File: config.mk
export PLATFORM = sky130hd
export DESIGN_NAME = trivium_out_fifo
export DESIGN_NICKNAME = d
export VERILOG_FILES = /design/src/rtl/trivium_out_fifo.sv
export SDC_FILE = /design/constraint.sdc
export NUM_CORES = 2
export LEC_CHECK = 0
export BUFFER_PORTS_ARGS = -buffer_cell sky130_fd_sc_hd__buf_2
export CAP_MARGIN = 5
export CORE_AREA = 3 3 515 262
export DETAILED_ROUTE_END_ITERATION = 7
export DIE_AREA = 0 0 518 265
export PLACE_DENSITY = 0.78
export SETUP_SLACK_MARGIN = 0.5
export SLEW_MARGIN = 5
export SYNTH_ARGS = -nofsm -noshare
export SYNTH_HDL_FRONTEND = slang
export SYNTH_SLANG_ARGS = --single-unit
File: constraint.sdc
create_clock -name clk -period 3.85 [get_ports clk]
set_input_delay 0.1925 -clock clk [delete_from_list [all_inputs] [get_ports clk]]
set_output_delay 0.1925 -clock clk [all_outputs]
set_load 0.05 [all_outputs]
File: src/rtl/trivium_out_fifo.sv
// rtl/trivium_out_fifo.sv - show-ahead byte FIFO between the Trivium cipher core and its consumer
//
// Purpose: buffers ciphertext bytes from the cipher core and presents the
// head byte to a valid/ready consumer. It reports a 2-bit condition code
// back to the core. The overflow condition is sticky until clr or rst.
//
// Parameters:
//   DEPTH      storage depth in bytes (power of two, 4..1024)
//   AW         pointer width, derived from DEPTH
//
// Ports:
//   clk        clock, rising edge
//   rst        asynchronous active-low reset
//   clr        synchronous flush, active-high (wins over push/pop)
//   stream     ciphertext byte from the cipher core
//   wt_sgn     write strobe for stream
//   fifo_cnd   condition code: 11 overflow, 10 full, 00 empty, 01 otherwise
//   out_data   head-of-queue byte (don't-care while out_valid=0)
//   out_valid  out_data holds a valid byte
//   out_ready  consumer accepts out_data
//   level      stored byte count (only with TRIV_OFIFO_LEVEL_EN defined)
//
// Build option: define TRIV_OFIFO_LEVEL_EN to expose the level port.

module trivium_out_fifo #(
  parameter int DEPTH = 256,
  parameter int AW    = $clog2(DEPTH)
) (
  input  logic          clk,
  input  logic          rst,
  input  logic          clr,
  input  logic [7:0]    stream,
  input  logic          wt_sgn,
  output logic [1:0]    fifo_cnd,
  output logic [7:0]    out_data,
  output logic          out_valid,
  input  logic          out_ready
`ifdef TRIV_OFIFO_LEVEL_EN
  ,
  output logic [AW:0]   level
`endif
);

  localparam logic [AW:0] FULL_CNT = (AW+1)'(DEPTH);

  logic [7:0]    mem [DEPTH];
  logic [AW-1:0] wr_ptr;
  logic [AW-1:0] rd_ptr;
  logic [AW:0]   count;
  logic          ovf;

  logic          full;
  logic          empty;
  logic          pop;
  logic          push;
  logic          drop;
  logic [AW:0]   count_nxt;
  logic          ovf_nxt;
  logic [1:0]    cnd_nxt;

  assign full  = (count == FULL_CNT);
  assign empty = (count == '0);

  // A pop frees the slot at the same edge, so a full FIFO still accepts a
  // push when the consumer is taking the head byte.
  assign pop  = !empty && out_ready;
  assign push = wt_sgn && (!full || pop);
  assign drop = wt_sgn && full && !pop;

  assign out_valid = !empty;
  assign out_data  = mem[rd_ptr];

`ifdef TRIV_OFIFO_LEVEL_EN
  assign level = count;
`endif

  always_comb begin
    count_nxt = count;
    case ({push, pop})
      2'b10:   count_nxt = count + (AW+1)'(1);
      2'b01:   count_nxt = count - (AW+1)'(1);
      default: count_nxt = count;
    endcase
  end

  assign ovf_nxt = ovf | drop;

  // The condition code is computed from next-state values so the registered
  // code matches the count that results from this edge.
  always_comb begin
    cnd_nxt = 2'b01;
    if (ovf_nxt)
      cnd_nxt = 2'b11;
    else if (count_nxt == FULL_CNT)
      cnd_nxt = 2'b10;
    else if (count_nxt == '0)
      cnd_nxt = 2'b00;
  end

  always_ff @(posedge clk or negedge rst) begin
    if (!rst) begin
      wr_ptr   <= '0;
      rd_ptr   <= '0;
      count    <= '0;
      ovf      <= 1'b0;
      fifo_cnd <= 2'b00;
    end else if (clr) begin
      wr_ptr   <= '0;
      rd_ptr   <= '0;
      count    <= '0;
      ovf      <= 1'b0;
      fifo_cnd <= 2'b00;
    end else begin
      if (push)
        wr_ptr <= wr_ptr + AW'(1);
      if (pop)
        rd_ptr <= rd_ptr + AW'(1);
      count    <= count_nxt;
      ovf      <= ovf_nxt;
      fifo_cnd <= cnd_nxt;
    end
  end

  // Storage is never cleared. A stray write while rst is low lands at
  // address 0, which the first real push after release overwrites.
  always_ff @(posedge clk) begin
    if (push && !clr)
      mem[wr_ptr] <= stream;
  end

endmodule

---- After elaboration in Yosys (flattened, before gate mapping) ----
Memories as Yosys holds them, arrays and structs flattened.
Index checks and enable logic that the tools add are counted.
W data, S select, Z words.
operators by class
  bitwise gates (word level) .............. 1
  equal/unequal tests ..................... 4
  reduce and logical (&&, ||, !) cells .... 14
  multiplexer cells ....................... 13
  add/sub/neg operators ................... 4
operator list
  kind                   number
  $mux W8                4
  $eq A9 B9 Y1 const B   2
  $logic_not A9 Y1       2
  $pmux W9 S2            1
  $add A8 B1 Y8 const B  2
  $add A9 B1 Y9 const B  1
  $mux W9                1
  $sub A9 B1 Y9 const B  1
  $mux W2                3
  $logic_and A1 B1 Y1    5
  $logic_not A1 Y1       4
  $mux W1                4
  $reduce_bool A2 Y1     2
  $eq A2 B1 Y1 const B   1
  $eq A2 B2 Y1 const B   1
  $logic_or A1 B1 Y1     1
  $or A1 B1 Y1           1
word-level totals
  input bits .............................. 13
  memories ................................ 1
  register bits after elaboration ......... 28
  output and inout port bits .............. 11
  bits in writable memories ............... 2048
memory list
  name  depth  width  read ports  clocked after memory_dff  write ports  RTL line  text
  mem   256    8      1           0                         1            46        logic [7:0] mem [DEPTH];

---- Longest topological paths before layout ----
  depth after elaboration ................. 12
  gate-level depth with buffers ........... 13
  gate-level depth less buffers ........... 11

---- Worst setup path after synthesis ----
No wires, ideal clock.
  path kind ............................... reg-to-output
  start ................................... register rd_ptr[0]
  end ..................................... output out_data[7]
  arrival time ............................ 3505 ps
  stages on the path, launching flop included .. 12
  slack ................................... 153 ps
  buffers on the path ..................... 5
  data required time ...................... 3658 ps
  cells stage by stage .................... dfrtp_1 -> buf_2 -> buf_2 -> buf_2 -> buf_2 -> buf_2 -> mux2i_1 -> a221oi_1 -> o21ai_0 -> a21oi_1 -> nor3_1 -> o32ai_1
between the ends
  cells in the longest elaborated chain, start to end .. 1
RTL lines
  item                      RTL line  text
  start: declaration        48        logic [AW-1:0] rd_ptr;
  start signal: assignment  117       rd_ptr <= rd_ptr + AW'(1);
  $mem_v2 Z256 W8           --
  end: declaration          35        output logic [7:0] out_data,
Every way passes these cells.

---- Final worst setup path ----
  start ................................... register rd_ptr[1]
  end ..................................... output out_data[2]
Same word-level chain as after synthesis.

==> results.json <==
{
  "synth-main-ff-cell": "edfxtp_1",
  "area_delta_synth_final_pct": 15.58,
  "grt_max_degree": 144,
  "routed_via_density": 7.209,
  "drive_gt1_share_pct": 29.41,
  "whs_ps": 26.73,
  "slew_headroom_pct": 16.28,
  "portBuffers": 23,
  "hold_violations": 0,
  "cts_buffer_depth": 3,
  "drtPass1Iterations": 8,
  "cts_sinks": 2076,
  "syn_nets": 3954,
  "grt_pass1_vias": 44270,
  "finalWorstSetupSlack_ps": -393.4,
  "cts_root_buf": "clkbuf_16",
  "crit_path_max_fanout": 13,
  "fmax_ghz": 0.2357,
  "clock_latency_ps": 840,
  "wire_per_inst_um": 37.00,
  "drtIter0Drc": 8069,
  "grt_pass1_wl_mm": 322.1,
  "end_kind": "output port",
  "synth_cells": 3928,
  "clkTransAtPathRegs_ps": 70,
  "tightest_slew_ps": 1256,
  "gr-total-overflow": 0,
  "ys_ff_latch": 2076,
  "place.gp.congestion": 0.9913,
  "vias": 44610,
  "grt_use_total_pct": 33.08,
  "p_int_w": 0.03929,
  "die_h_um": 265,
  "ant_nets": 0,
  "sequentialPowerShare_pct": 46.6,
  "violations": "setup timing",
  "power.total_w": 0.05358,
  "synth_warnings": 0,
  "hp-class": "primary input to register",
  "antenna_found_initial": 9,
  "start_kind": "register",
  "clock_skew_ps": 39.83,
  "switching_share_pct": 26.67,
  "final_cells": 6188,
  "comb_power_share_pct": 21.5,
  "crit_arrival_ps": 4050,
  "drc": 0,
  "place_inst": 5749,
  "floorplan.initialDensity_pct": 61.68,
  "rows": 94,
  "ir_worst_vdd_mv": 0.5008,
  "worst_path_most_repeated_cell": "buf_4",
  "syn_avg_cell_area_um2": 20.54,
  "post-route-period-util_pct": 110.2,
  "pwr-share-clk_pct": 32.0,
  "crit_chain": "buf_12 -> buf_4 -> nor2b_2 -> buf_4 -> buf_4 -> a22oi_1 -> a41oi_1 -> o21ai_0 -> a211oi_2 -> buf_4 -> o32ai_4 -> buf_6",
  "critPathKind": "register to output port",
  "io-pin-count": 24,
  "syn_area_um2": 80670,
  "power_switching_w": 0.01429,
  "drt-total-wl_mm": 228.9,
  "crit_required_ps": 3660,
  "cts_tree": "yes",
  "drv_cap": 0,
  "critPathSlowestCell": "dfrtp_4",
  "die_x_um": 518,
  "finalSetupTns_ps": -2232,
  "post-dp-hpwl_mm": 127.5,
  "period_needed_ps": 4243,
  "critPathTopFamily": "compound AO/OA/AOI/OAI gates",
  "htreeDepth": 4,
  "setup-violations-final": 8,
  "die-area_um2": 137300,
  "async_flop_share_pct": 1.349,
  "final_nets": 4287,
  "p_per_area_nw_per_um2": 574.6,
  "synth_cell_type_count": 64,
  "synth_edf_count": 2048,
  "fillers": 7101,
  "cp_num_buf_inv": 6,
  "leakage_nw": 28.89,
  "slowest_delay_ps": 550,
  "rsz0062_at_grt": "yes",
  "coreArea_um2": 130800,
  "report.final.slew_viol_count": 0,
  "cts_buffers": 170,
  "outcome": "finished with violations",
  "yosysSeqAreaShare_pct": 77.10
}
stage by stage:
step                      utilization [%]  area (um^2)  setup slack, ps
after floorplan                         -        80820            513.6
final                               71.29        93240           -393.4
after detailed placement            64.80        84750           -396.8
after CTS                           70.58        92310           -219.1
after global placement              64.80        84750           -327.7
after global routing                71.28        93220           -361.1
sequential cells by signal (all words and copies together) (netlist names):
name / flops
wr_ptr: 8
rd_ptr: 8
ovf: 1
fifo_cnd: 2
mem: 2048
count: 9
layer usage:
layer,vias to the layer above,wire [um],GRT usage (%)
met3,774,36530,11.35
met1,22600,76460,45.24
met5,-,188,1.385
met4,10,11740,14.91
met2,4164,104000,48.99
li1,17060,-,-
cell usage after synthesis, types with 4 or more instances:
master / count / area, um^2
a211oi_1: 29 / 217.7
buf_1: 41 / 153.9
o31ai_1: 8 / 60.06
dfrtp_1: 28 / 700.7
a22oi_1: 69 / 518.0
nand2_1: 84 / 315.3
nand3b_1: 5 / 37.54
o22ai_1: 25 / 156.4
buf_2: 55 / 275.3
nor2b_1: 9 / 56.30
clkbuf_1: 142 / 533.0
nor3_1: 19 / 95.09
edfxtp_1: 2048 / 61500
mux4_2: 439 / 9887
a211o_1: 6 / 52.55
o41ai_1: 4 / 35.03
o32ai_1: 11 / 96.34
nor2_1: 311 / 1167
a221oi_1: 37 / 324.1
nor4_1: 8 / 50.05
mux2i_1: 201 / 2012
inv_1: 14 / 52.55
mux2_2: 5 / 56.30
a22o_1: 31 / 271.5
a21oi_1: 80 / 400.4
xnor2_1: 13 / 113.9
o221ai_1: 50 / 437.9
o21ai_0: 38 / 190.2
nand3_1: 25 / 125.1
or3_1: 7 / 43.79
and3_1: 4 / 25.02
nand4_1: 4 / 25.02
a31oi_1: 10 / 62.56
ha_1: 12 / 150.1
cells in the final DEF, fill, tap and decap left out, drive strengths merged, types with 6 or more instances in the layout:
cell,n
a21oi,80
a31oi,10
bufbuf,14
clkinv,89
inv,21
bufinv,9
diode,9
o221ai,50
xnor2,13
mux4,439
edfxtp,2048
nor4,8
nand3,25
nor2,311
nor2b,9
a22o,31
mux2i,201
dfrtp,28
o22ai,25
buf,374
nor3,19
or3,7
a211o,6
a211oi,29
a22oi,69
o21ai,38
clkbuf,215
clkinvlp,6
nand2,84
o32ai,11
o31ai,8
ha,12
a221oi,37
logic make-up after synthesis:
kind of cell / after synthesis / share of synthesized area (%)
buf+inv: 258 / 1.314
flops: 2076 / 77.10
compound gates: 429 / 3.842
mux: 645 / 14.82
simple gates: 491 / 2.540
fa+ha+maj: 13 / 0.2109
xor+xnor: 16 / 0.1737
cell type report:
type	instances	area [um^2]	share of cell area, %
Multi-Input combinational cell	1594	18920	20.29
Clock inverter	109	848.3	0.9098
Antenna cell	9	22.52	0.02415
Timing Repair Buffer	403	4472	4.796
Sequential cell	2076	62220	66.73
Tap cell	1776	2222	2.383
Inverter	16	66.31	0.07112
Clock buffer	205	4478	4.803
worst reg2reg max path, cell delays in order (launching register included):
cell and delay (ps):
dfrtp_1 400, or4_4 580, or3_4 410, nand2_4 100, nor2_4 80, buf_4 160, ha_4 260, a21oi_2 50
o2111ai_1 200, a21oi_1 110, xnor2_1 150, o31a_1 290, o41a_1 410
path summary, 6_finish.rpt:
kind	from	end	slack, ps	depth (start not counted)
worst max-delay path	rd_ptr[1]$_DFFE_PN0P_	out_data[2]	-390	12
worst min-delay path	stream[3]	mem[209][3]$_DFFE_PP_	30	1
worst max register to register	count[5]$_DFF_PN0_	fifo_cnd[0]$_DFF_PN0_	520	12
worst min register to register	ovf$_DFF_PN0_	fifo_cnd[0]$_DFF_PN0_	520	1
max in group asynchronous	rst	rd_ptr[3]$_DFFE_PN0P_	3090	2
min in group asynchronous	rst	count[8]$_DFF_PN0_	60	2
power groups by stage:
stage                     sequential [W]  clock, W  combinational (W)
after floorplan                   0.0255         0            0.00609
after global placement            0.0255         0            0.00893
after detailed placement          0.0255         0            0.00906
after CTS                         0.0249    0.0170             0.0107
after global routing              0.0249    0.0179             0.0118
final                             0.0249    0.0171             0.0115
timing repair:
action                                  CTS  global route
endpoints found under the setup margin  158           730
hold endpoints to repair                110             0
cloned                                   20             2
gates resized for setup                 216            99
hold buffers                              5             0
setup buffers                            42            47
pin swaps                                37            36
(Power assumes the default switching activity.)
